===== config.mk =====
export PLATFORM = sky130hd
export DESIGN_NAME = regfile_wb_arbiter
export DESIGN_NICKNAME = d
export VERILOG_FILES = /design/src/rtl/regfile_wb_arbiter.sv
export SDC_FILE = /design/constraint.sdc
export NUM_CORES = 1
export LEC_CHECK = 0
export BUFFER_PORTS_ARGS = -buffer_cell sky130_fd_sc_hd__buf_2
export CELL_PAD_IN_SITES_DETAIL_PLACEMENT = 2
export CELL_PAD_IN_SITES_GLOBAL_PLACEMENT = 2
export CORE_UTILIZATION = 24
export DETAILED_ROUTE_END_ITERATION = 10
export PLACE_DENSITY_LB_ADDON = 0.08
export SLEW_MARGIN = 0
export SYNTH_ARGS = -nofsm -noshare
export SYNTH_HDL_FRONTEND = slang
export SYNTH_SLANG_ARGS = --single-unit

===== constraint.sdc =====
create_clock -name clk -period 1.3 [get_ports clk]
set_input_delay 0.26 -clock clk [delete_from_list [all_inputs] [get_ports clk]]
set_output_delay 0.26 -clock clk [all_outputs]
set_load 0.005 [all_outputs]

===== src/rtl/regfile_wb_arbiter.sv =====
`default_nettype none
// ============================================================================
// regfile_wb_arbiter: shares the register-file write port between a priority
// pipeline writeback (A) and a starvation-bounded multi-cycle unit (B).
// Optional destination scoreboard enabled by REGFILE_WB_SCOREBOARD_EN.
// Revision: 1.0
// ============================================================================
module regfile_wb_arbiter #(
  parameter int width    = 16,
  parameter int MAX_WAIT = 4
) (
  input  logic             clk,
  input  logic             rst,
  input  logic             a_valid,
  input  logic [2:0]       a_reg,
  input  logic [width-1:0] a_data,
  output logic             a_ready,
  input  logic             b_valid,
  input  logic [2:0]       b_reg,
  input  logic [width-1:0] b_data,
  output logic             b_ready,
  input  logic             rsv_valid,
  input  logic [2:0]       rsv_reg,
  output logic             writeEn,
  output logic [2:0]       writeRegSel,
  output logic [width-1:0] writeData,
  output logic [7:0]       busy,
  output logic             err
);

  localparam int CNT_W = $clog2(MAX_WAIT + 1);
  localparam logic [CNT_W-1:0] WAIT_LAST = CNT_W'(MAX_WAIT - 1);

  typedef enum logic [0:0] {
    PRIO_A  = 1'b0,
    FORCE_B = 1'b1
  } state_t;

  state_t             state_q, state_d;
  logic [CNT_W-1:0]   wait_cnt_q, wait_cnt_d;
  logic               write_en_q, write_en_d;
  logic [2:0]         write_sel_q, write_sel_d;
  logic [width-1:0]   write_data_q, write_data_d;
  logic [7:0]         busy_q, busy_d;
  logic               err_q, err_d;
  logic               a_xfer, b_xfer;
  logic               proto_err, sb_err;

  // Ready depends only on state and a_valid so B can never gate its own grant.
  always_comb begin
    a_ready = (state_q == PRIO_A);
    b_ready = (state_q == PRIO_A) ? ~a_valid : 1'b1;
  end

  assign a_xfer = a_valid & a_ready;
  assign b_xfer = b_valid & b_ready;

  always_comb begin
    state_d    = state_q;
    wait_cnt_d = wait_cnt_q;
    proto_err  = 1'b0;
    case (state_q)
      PRIO_A: begin
        if (b_xfer) begin
          wait_cnt_d = '0;
        end else if (b_valid) begin
          if (wait_cnt_q == WAIT_LAST) begin
            state_d    = FORCE_B;
            wait_cnt_d = '0;
          end else begin
            wait_cnt_d = wait_cnt_q + CNT_W'(1);
          end
        end
      end
      FORCE_B: begin
        state_d    = PRIO_A;
        wait_cnt_d = '0;
        proto_err  = ~b_valid;
      end
      default: begin
        state_d    = PRIO_A;
        wait_cnt_d = '0;
      end
    endcase
  end

  always_comb begin
    write_en_d   = a_xfer | b_xfer;
    write_sel_d  = write_sel_q;
    write_data_d = write_data_q;
    if (a_xfer) begin
      write_sel_d  = a_reg;
      write_data_d = a_data;
    end else if (b_xfer) begin
      write_sel_d  = b_reg;
      write_data_d = b_data;
    end
  end

`ifdef REGFILE_WB_SCOREBOARD_EN
  // Set is applied after clear so a same-edge reserve of the retiring register wins.
  always_comb begin
    busy_d = busy_q;
    if (b_xfer) busy_d[b_reg] = 1'b0;
    if (rsv_valid) busy_d[rsv_reg] = 1'b1;
    sb_err = (rsv_valid & busy_q[rsv_reg] & ~(b_xfer & (b_reg == rsv_reg)))
           | (b_xfer & ~busy_q[b_reg])
           | (a_xfer & busy_q[a_reg]);
  end
`else
  logic unused_rsv;
  assign unused_rsv = ^{rsv_valid, rsv_reg};
  assign busy_d     = 8'h00;
  assign sb_err     = 1'b0;
`endif

  assign err_d = proto_err | sb_err;

  always_ff @(posedge clk or negedge rst) begin
    if (!rst) begin
      state_q      <= PRIO_A;
      wait_cnt_q   <= '0;
      write_en_q   <= 1'b0;
      write_sel_q  <= 3'd0;
      write_data_q <= '0;
      busy_q       <= 8'h00;
      err_q        <= 1'b0;
    end else begin
      state_q      <= state_d;
      wait_cnt_q   <= wait_cnt_d;
      write_en_q   <= write_en_d;
      write_sel_q  <= write_sel_d;
      write_data_q <= write_data_d;
      busy_q       <= busy_d;
      err_q        <= err_d;
    end
  end

  assign writeEn     = write_en_q;
  assign writeRegSel = write_sel_q;
  assign writeData   = write_data_q;
  assign busy        = busy_q;
  assign err         = err_q;

endmodule
`default_nettype wire


# After elaboration in Yosys (flattened, before gate mapping)
# Index checks and enable logic that the tools add are counted.
[op_classes]
addsub = 1
multipliers = 0
div_mod_pow = 0
magnitude_cmp = 0
n_eq_ne = 2
shift = 0
mux = 14
bitwise = 6
reduce_logical = 1
[ops]
columns = ["operator", "count"]
rows = [
  ["$mux 16", 2],
  ["$mux 3", 5],
  ["$pmux 3 s2", 1],
  ["$mux 1", 5],
  ["$add 3x1->3 const B", 1],
  ["$eq 3x2->1 const B", 1],
  ["$ne 3x1->1 const B", 1],
  ["$not 1->1", 3],
  ["$and 1x1->1", 2],
  ["$pmux 1 s2", 1],
  ["$reduce_bool 2->1", 1],
  ["$or 1x1->1", 1],
]
[word_totals]
ff_bits = 25
latchBits = 0
mem_bits_rw = 0
romBits = 0
out_inout_bits = 31
wordCells = 30
mem_count = 0

# Logic depth before layout (Yosys ltp)
# Gate-level depths: netlist (run 1).
[logic_depth]
depth_word = 5
ltp_mapped = 4

# Worst setup path before layout (run 1)
# No wires, ideal clock.
[synth_timing]
kind = "register -> register"
from = "register state_q"
to = "register write_data_q[14], in the netlist writeData[14]"
arrival_time_ns = 1.083
required_ns = 1.175
path_slack_ns = 0.093
stages_incl_launch_ff = 4
synth_period_minus_slack_ns = 1.207
path_cell_list = "dfrtp_1 -> nand2b_1 -> buf_4 -> mux2_2"
[synth_between]
elab_chain_len = 3
[synth_lines]
columns = ["item", "line", "source"]
rows = [
  ["start, declared", "39", "state_t state_q, state_d;"],
  ["start signal, assigned", "129", "state_q <= state_d;"],
  ["$mux 1 or $not 1->1 (tied branches)", "--", ""],
  ["$and 1x1->1, on equally long branches", "56, 55", ""],
  ["$reduce_bool 2->1 (no source line) or $mux 16 (tied branches)", "--", ""],
  ["end signal, assigned", "133", "write_data_q <= write_data_d;"],
  ["end, declared", "43", "logic [width-1:0] write_data_q, write_data_d;"],
]
# Parallel ways exist; a longest one is shown, timed or not.
# A chain may end at the register's enable or synchronous reset.

# Worst setup path in the final report (run 1)
[layout_timing]
from = "register state_q"
to = "output port b_ready"
[layout_between]
elab_chain_len = 1
[layout_lines]
columns = ["item", "line", "source"]
rows = [
  ["$mux 1", "52", "b_ready = (state_q == PRIO_A) ? ~a_valid : 1'b1;"],
  ["end, declared", "21", "output logic b_ready,"],
]
# No other way between the ends.

==> results of run 1 <==
-- metal layers --
layer | up-vias | global-route usage, %
met5 | - | 0
met4 | 0 | 3.33
met3 | 2 | 2.67
met2 | 36 | 21.4
met1 | 511 | 13.1
li1 | 447 | -
-- area by class of cell --
| class | count | area [µm²] | area share (%) |
|---|---|---|---|
| Multi-Input combinational cell | 59 | 672 | 35.4 |
| Inverter | 2 | 7.51 | 0.396 |
| Clock inverter | 1 | 7.51 | 0.396 |
| Timing Repair Buffer | 74 | 454 | 23.9 |
| Tap cell | 72 | 90.1 | 4.75 |
| Sequential cell | 25 | 626 | 33.0 |
| Clock buffer | 3 | 41.3 | 2.18 |
-- power breakdown --
group          internal (mW)  total (mW)  switching (mW)
clock network          0.218       0.492           0.274
registers              0.851       0.893          0.0413
logic                  0.312       0.482           0.170
total                   1.38        1.87           0.486
-- repair_timing --
item | CTS | global route
gates resized for setup | 4 | 0
pin swaps | 0 | 0
setup endpoints to repair | 2 | 2
hold endpoints to repair | 15 | 0
setup buffers | 3 | 0
hold buffers | 1 | 0
-- cell families after synthesis --
family                   synth area share (%)
flip-flops                               45.0
AO/OA/AOI/OAI                            2.16
buffers and inverters                    9.01
multiplexers                             38.9
adder cells (fa/ha/maj)                 0.901
AND/OR/NAND/NOR                          3.69
other                                   0.270
-- cell usage after synthesis, drive strengths merged --
| cell type | count | area share (%) |
|---|---|---|
| mux2 | 38 | 39 |
| dfrtp | 25 | 45 |
| buf | 13 | 8.5 |
| a32o | 2 | 1.4 |
| inv | 2 | 0.54 |
| nand2b | 2 | 0.90 |
| nor2 | 2 | 0.54 |
| and3b | 1 | 0.63 |
| conb | 1 | 0.27 |
| ha | 1 | 0.90 |
| nand2 | 1 | 0.27 |
| nor2b | 1 | 0.45 |
| nor3 | 1 | 0.36 |
| nor3b | 1 | 0.54 |
| o211a | 1 | 0.72 |
-- state kept, by name, indices dropped and copies added (netlist names) --
signal       flops
err              1
state_q          1
wait_cnt_q       3
writeRegSel      3
writeEn          1
writeData       16
-- worst max-delay path by stage --
stage,from,end,slack (ns),depth (start not counted)
floorplan,state_q$_DFF_PN0_,writeData[14]$_DFFE_PN0P_,0.09,3
detailed placement,b_valid,writeData[13]$_DFFE_PN0P_,0.02,4
global route,state_q$_DFF_PN0_,b_ready,-0.07,3
finish,state_q$_DFF_PN0_,b_ready,-0.03,3
global placement,b_valid,writeData[14]$_DFFE_PN0P_,0.04,4
CTS,state_q$_DFF_PN0_,b_ready,-0.03,3
-- worst max-delay path, delay by kind of cell, from the launching register on --
family                 cells  cell delay, ns
and+or+nand+nor            1            0.16
buffers and inverters      2            0.22
DFF                        1            0.40
==> run_results.csv, run 1 <==
group,metric,value,unit
sta,slew_viol_final,0,
global_routing,grt-ovfl-total,0,
sta,period_minus_slack,1.33,ns
floorplanning,die_height,78.1,µm
floorplanning,core-area,5540,µm²
layout,nFillCells,623,
synth,syn_avg_cell_area,15.1,µm²
power,ir_worst_vdd,399,µV
power,totalPowerFinal,1.87,mW
layout,final_common_cell,"buf_2",
detailed_routing,routedWlPerCell,14.4,µm
power,p_per_area,984,nW/µm²
detailed_routing,wirelength_met1,1.41,mm
worst_hold_path,min_to,"writeData[5]$_DFFE_PN0P_",
synth,yosysSeqAreaShare,45.0,%
detailed_routing,viasPerCell,4.22,
detailed_routing,ant_nets,0,
place,dpl.cell_count,228,
layout,fin_area,1900,µm²
layout,final_util,34.3,%
worst_setup_path,cp_slowest_stage_delay,0.40,ns
sta,worstMarginPinSlew,0.606,ns
detailed_routing,drt_iter0_drc,16,
global_routing,grt_antenna_before_repair,0,
clocking,cts_tree,"yes",
sta,max_freq,754,MHz
layout,instances_no_fill,236,
place,placed_area,1800,µm²
clocking,cts_root_buf,"clkbuf_8",
synth,synth_cell_types,18,
synth,syn_inst,92,
worst_hold_path,whs_path_depth,2,
sta,fin_skew,0.00915,ns
status,violations,"setup timing",
detailed_routing,wl_met2,1.78,mm
sta,finalWorstSetupSlack,-0.0258,ns
worst_setup_path,arrival,1.07,ns
worst_setup_path,r2r_slack,0.04,ns
sta,rsz0062_at_grt,"yes",
layout,diodes,0,
sta,relSlewSlack,59.6,%
synth,netlist_area,1390,µm²
sta,timing.hold.ws,0.207,ns
worst_setup_path,r2r.worst_path.cells,4,
place,port-buffer-count,64,
sta,setup-violations-final,1,
worst_setup_path,critPathLaunchType,"flop",
worst_hold_path,hold_class,"in2reg",
floorplanning,die_x,78.1,µm
place,dp_slack,0.0182,ns
worst_setup_path,worst-endpoint-required,1.04,ns
global_routing,grt_util_all_layers,11.6,%
global_routing,grt_pass1_wl,5.45,mm
worst_setup_path,path_cells,"nand2b_4 -> buf_12 -> buf_6",
clocking,path_clk_slew,0.10,ns
worst_hold_path,hp-start,"a_data[5]",
clocking,numCtsBuffers,3,
sta,tns,-0.0258,ns
power,power_leakage,0.999,nW
detailed_routing,num_vias,996,
synth,synth-seq-cells,25,
global_routing,grt_pass1_vias,1103,
detailed_routing,top_layer_used,"met4",
clocking,cts_buffer_depth,2,
detailed_routing,drt-total-wl,3.41,mm
floorplanning,rows,27,
layout,syn_to_final_growth,36.7,%
flow_run,max_cap_violations,0,
layout,final_cell_mix,"63 x buf_2, 30 x mux2_4, 25 x dfrtp_1",
detailed_routing,firstDrtPassIters,3,
clocking,cts_sinks,25,
clocking,clock_latency,0.28,ns
clocking,htreeDepth,1,
synth,ys_warn_count,0,
global_routing,grt_max_degree,26,
sta,finalHoldViolCount,0,
status,status,"finished with violations",
detailed_routing,drc,0,
floorplanning,ios,77,
floorplanning,start_util,25.1,%
worst_setup_path,cp_max_fo,3,
worst_setup_path,end_kind,"output port",
detailed_routing,route.met3.wl,200,µm
place,gp_congestion,0.692,
layout,nets,212,
layout,drive_gt1_share,71.3,%
worst_setup_path,r2r_start,"state_q$_DFF_PN0_",
floorplanning,die_area,6090,µm²
worst_setup_path,critPathSlowestCell,"dfrtp_1",
place,post-dp-hpwl,2.46,mm
worst_setup_path,r2r-end,"writeData[10]$_DFFE_PN0P_",
sta,min_period_over_period,102,%
worst_setup_path,criticalPathCategory,"reg2out",
(Power assumes the default switching activity.)
==> run 2, diff against run 1 <==
--- a/config.mk
+++ b/config.mk
@@ -11,6 +11,7 @@
 export CORE_UTILIZATION = 24
 export DETAILED_ROUTE_END_ITERATION = 10
 export PLACE_DENSITY_LB_ADDON = 0.08
+export SETUP_SLACK_MARGIN = 0.2
 export SLEW_MARGIN = 0
 export SYNTH_ARGS = -nofsm -noshare
 export SYNTH_HDL_FRONTEND = slang
==> run 2 against run 1 <==
Effect of this change:
- global-route usage grew 0.81 points
- power up 0.40%
- utilization shrank 0.11 points
- flip-flop and latch count stayed put
- largest cell class unchanged
- the flow finishes with violations (hold timing, setup timing)
- highest routed layer unchanged
- via count fell by 1.3%
- clock power shrank 0.8%
- critical path type is now reg2reg
- critical path depth up 1
- non-clock buffer count is 4 higher
- count of clock-buffer cells in the layout grew 1
- first-iteration DRC count increased by 13%
- sequential share of layout area is 0.11 points higher
- worst hold slack worse by 0.23 ns
==> run_results.csv, run 2 (synthesis gave the netlist of run 1 again) <==
group,metric,value,unit
status,status,"finished with violations",
status,violations,"hold timing, setup timing",
sta,rsz0062_at_grt,"yes",
detailed_routing,num_vias,983,
sta,min_period_over_period,100,%
worst_setup_path,cp_max_fo,12,
place,post-dp-hpwl,2.74,mm
layout,diodes,0,
global_routing,grt-ovfl-total,0,
worst_setup_path,r2r_start,"state_q$_DFF_PN0_",
clocking,cts_root_buf,"clkbuf_8",
layout,drive_gt1_share,72.0,%
clocking,hold_buffers,0,
clocking,path_clk_slew,0.10,ns
worst_setup_path,critPathLaunchType,"flop",
clocking,cts_sinks,25,
worst_setup_path,criticalPathCategory,"reg2reg",
floorplanning,rows,27,
place,gp_congestion,0.690,
detailed_routing,drc,0,
layout,nFillCells,624,
clocking,cts_buffer_depth,2,
worst_setup_path,critPathCapture,"writeData[8]$_DFFE_PN0P_",
sta,max_freq,767,MHz
floorplanning,core-area,5540,µm²
flow_run,max_cap_violations,0,
sta,finalHoldViolCount,25,
worst_setup_path,worst-endpoint-required,1.46,ns
global_routing,grt_max_degree,26,
layout,largest_reg_flops,16,
clocking,htreeDepth,1,
power,totalPowerFinal,1.87,mW
sta,slew_viol_final,0,
detailed_routing,ant_nets,0,
layout,final-seq-area,626,µm²
floorplanning,start_util,25.1,%
power,power_leakage,1.01,nW
detailed_routing,drt_iter0_drc,18,
sta,fin_skew,0.00623,ns
floorplanning,ios,77,
detailed_routing,routedWlPerCell,15.2,µm
global_routing,grt_pass1_wl,5.62,mm
clocking,clock_latency,0.27,ns
worst_setup_path,end_kind,"flop",
worst_hold_path,hold_class,"in2async",
floorplanning,die_area,6090,µm²
layout,final_cell_mix,"63 x buf_2, 31 x mux2_4, 25 x dfrtp_1",
sta,relSlewSlack,59.6,%
worst_setup_path,r2r-end,"writeData[8]$_DFFE_PN0P_",
floorplanning,die_x,78.1,µm
place,port-buffer-count,64,
sta,finalWorstSetupSlack,-0.00400,ns
layout,final_common_cell,"buf_2",
clocking,cts_tree,"yes",
worst_setup_path,cp-startpoint,"state_q$_DFF_PN0_",
sta,period_minus_slack,1.30,ns
global_routing,grt_antenna_before_repair,0,
power,ir_worst_vdd,321,µV
detailed_routing,firstDrtPassIters,3,
layout,final_util,34.1,%
power,p_per_area,991,nW/µm²
clocking,numCtsBuffers,3,
sta,setup-violations-final,2,
sta,worstMarginPinSlew,0.606,ns
global_routing,grt_util_all_layers,12.4,%
global_routing,grt_pass1_vias,1077,
layout,nets,216,
worst_setup_path,arrival,1.46,ns
sta,timing.hold.ws,-0.0184,ns
detailed_routing,drt-total-wl,3.65,mm
layout,multiInputGateArea,676,µm²
floorplanning,die_height,78.1,µm
layout,syn_to_final_growth,36.2,%
worst_setup_path,r2r.worst_path.cells,4,
detailed_routing,viasPerCell,4.10,
worst_setup_path,r2r_slack,-0.004,ns
-- run 2: cell types whose count changed in the layout (fill, tap and decap cells not counted), sizes merged --
| cell | change |
|---|---|
| dlygate4sd3 | -1 |
| clkinvlp | -1 |
| clkbuf | +1 |
| buf | +5 |
-- run 2: final cells by class --
class | count | share of cell area [%]
clock buffers | 4 | 2.38
inverters | 2 | 0.397
multi-input cells | 59 | 35.7
flip-flops and latches | 25 | 33.1
well taps | 72 | 4.76
repair buffers | 78 | 23.7
-- run 2: what timing repair did --
action / in CTS / in global routing
endpoints found under the setup margin: 20 / 25
buffers inserted: 5 / 0
gates resized for setup: 3 / 0
-- run 2: through the flow --
step / std cells / worst slack [ns] / TNS [ns] / hold WS [ns] / area [µm²]
3_3_place_gp: 231 / 0.00857 / 0 / 0.313 / 1800
3_5_place_dp: 231 / -0.0162 / -0.0162 / 0.317 / 1800
2_1_floorplan: 99 / 0.136 / 0 / -0.0356 / 1440
6_report: 240 / -0.00400 / -0.00641 / -0.0184 / 1890
4_1_cts: 240 / -0.0103 / -0.0118 / 0.0122 / 1890
5_1_grt: 240 / -0.0442 / -0.350 / 0.0251 / 1890
-- run 2: worst min-delay path by stage --
stage / startpoint / endpoint / slack [ns] / depth (start not counted)
finish: rst / writeData[5]$_DFFE_PN0P_ / -0.02 / 1
global route: rst / writeData[5]$_DFFE_PN0P_ / 0.03 / 1
CTS: rst / writeData[5]$_DFFE_PN0P_ / 0.01 / 1
detailed placement: rst / writeData[5]$_DFFE_PN0P_ / 0.32 / 1
global placement: rst / writeData[5]$_DFFE_PN0P_ / 0.31 / 1
floorplan: rst / err$_DFF_PN0_ / -0.04 / 0
-- run 2: power breakdown --
part           internal (mW)  switching, mW
Sequential             0.851         0.0387
Clock                  0.220          0.268
Combinational          0.317          0.179
-- run 2: worst max-delay path: stages (launching register included) --
cell,delay (ns)
dfrtp_1,0.39
nand2b_4,0.16
buf_12,0.13
buf_4,0.20
mux2_4,0.32
-- run 2: per-layer routing --
layer,vias to the layer above,wire length [µm],GRT usage [%],share of wire (%)
li1,459,-,-,-
met1,487,1480,13.7,41
met2,33,1940,23.2,53
met3,4,176,2.21,4.8
met4,0,53,5.00,1.5
met5,-,0,0,0
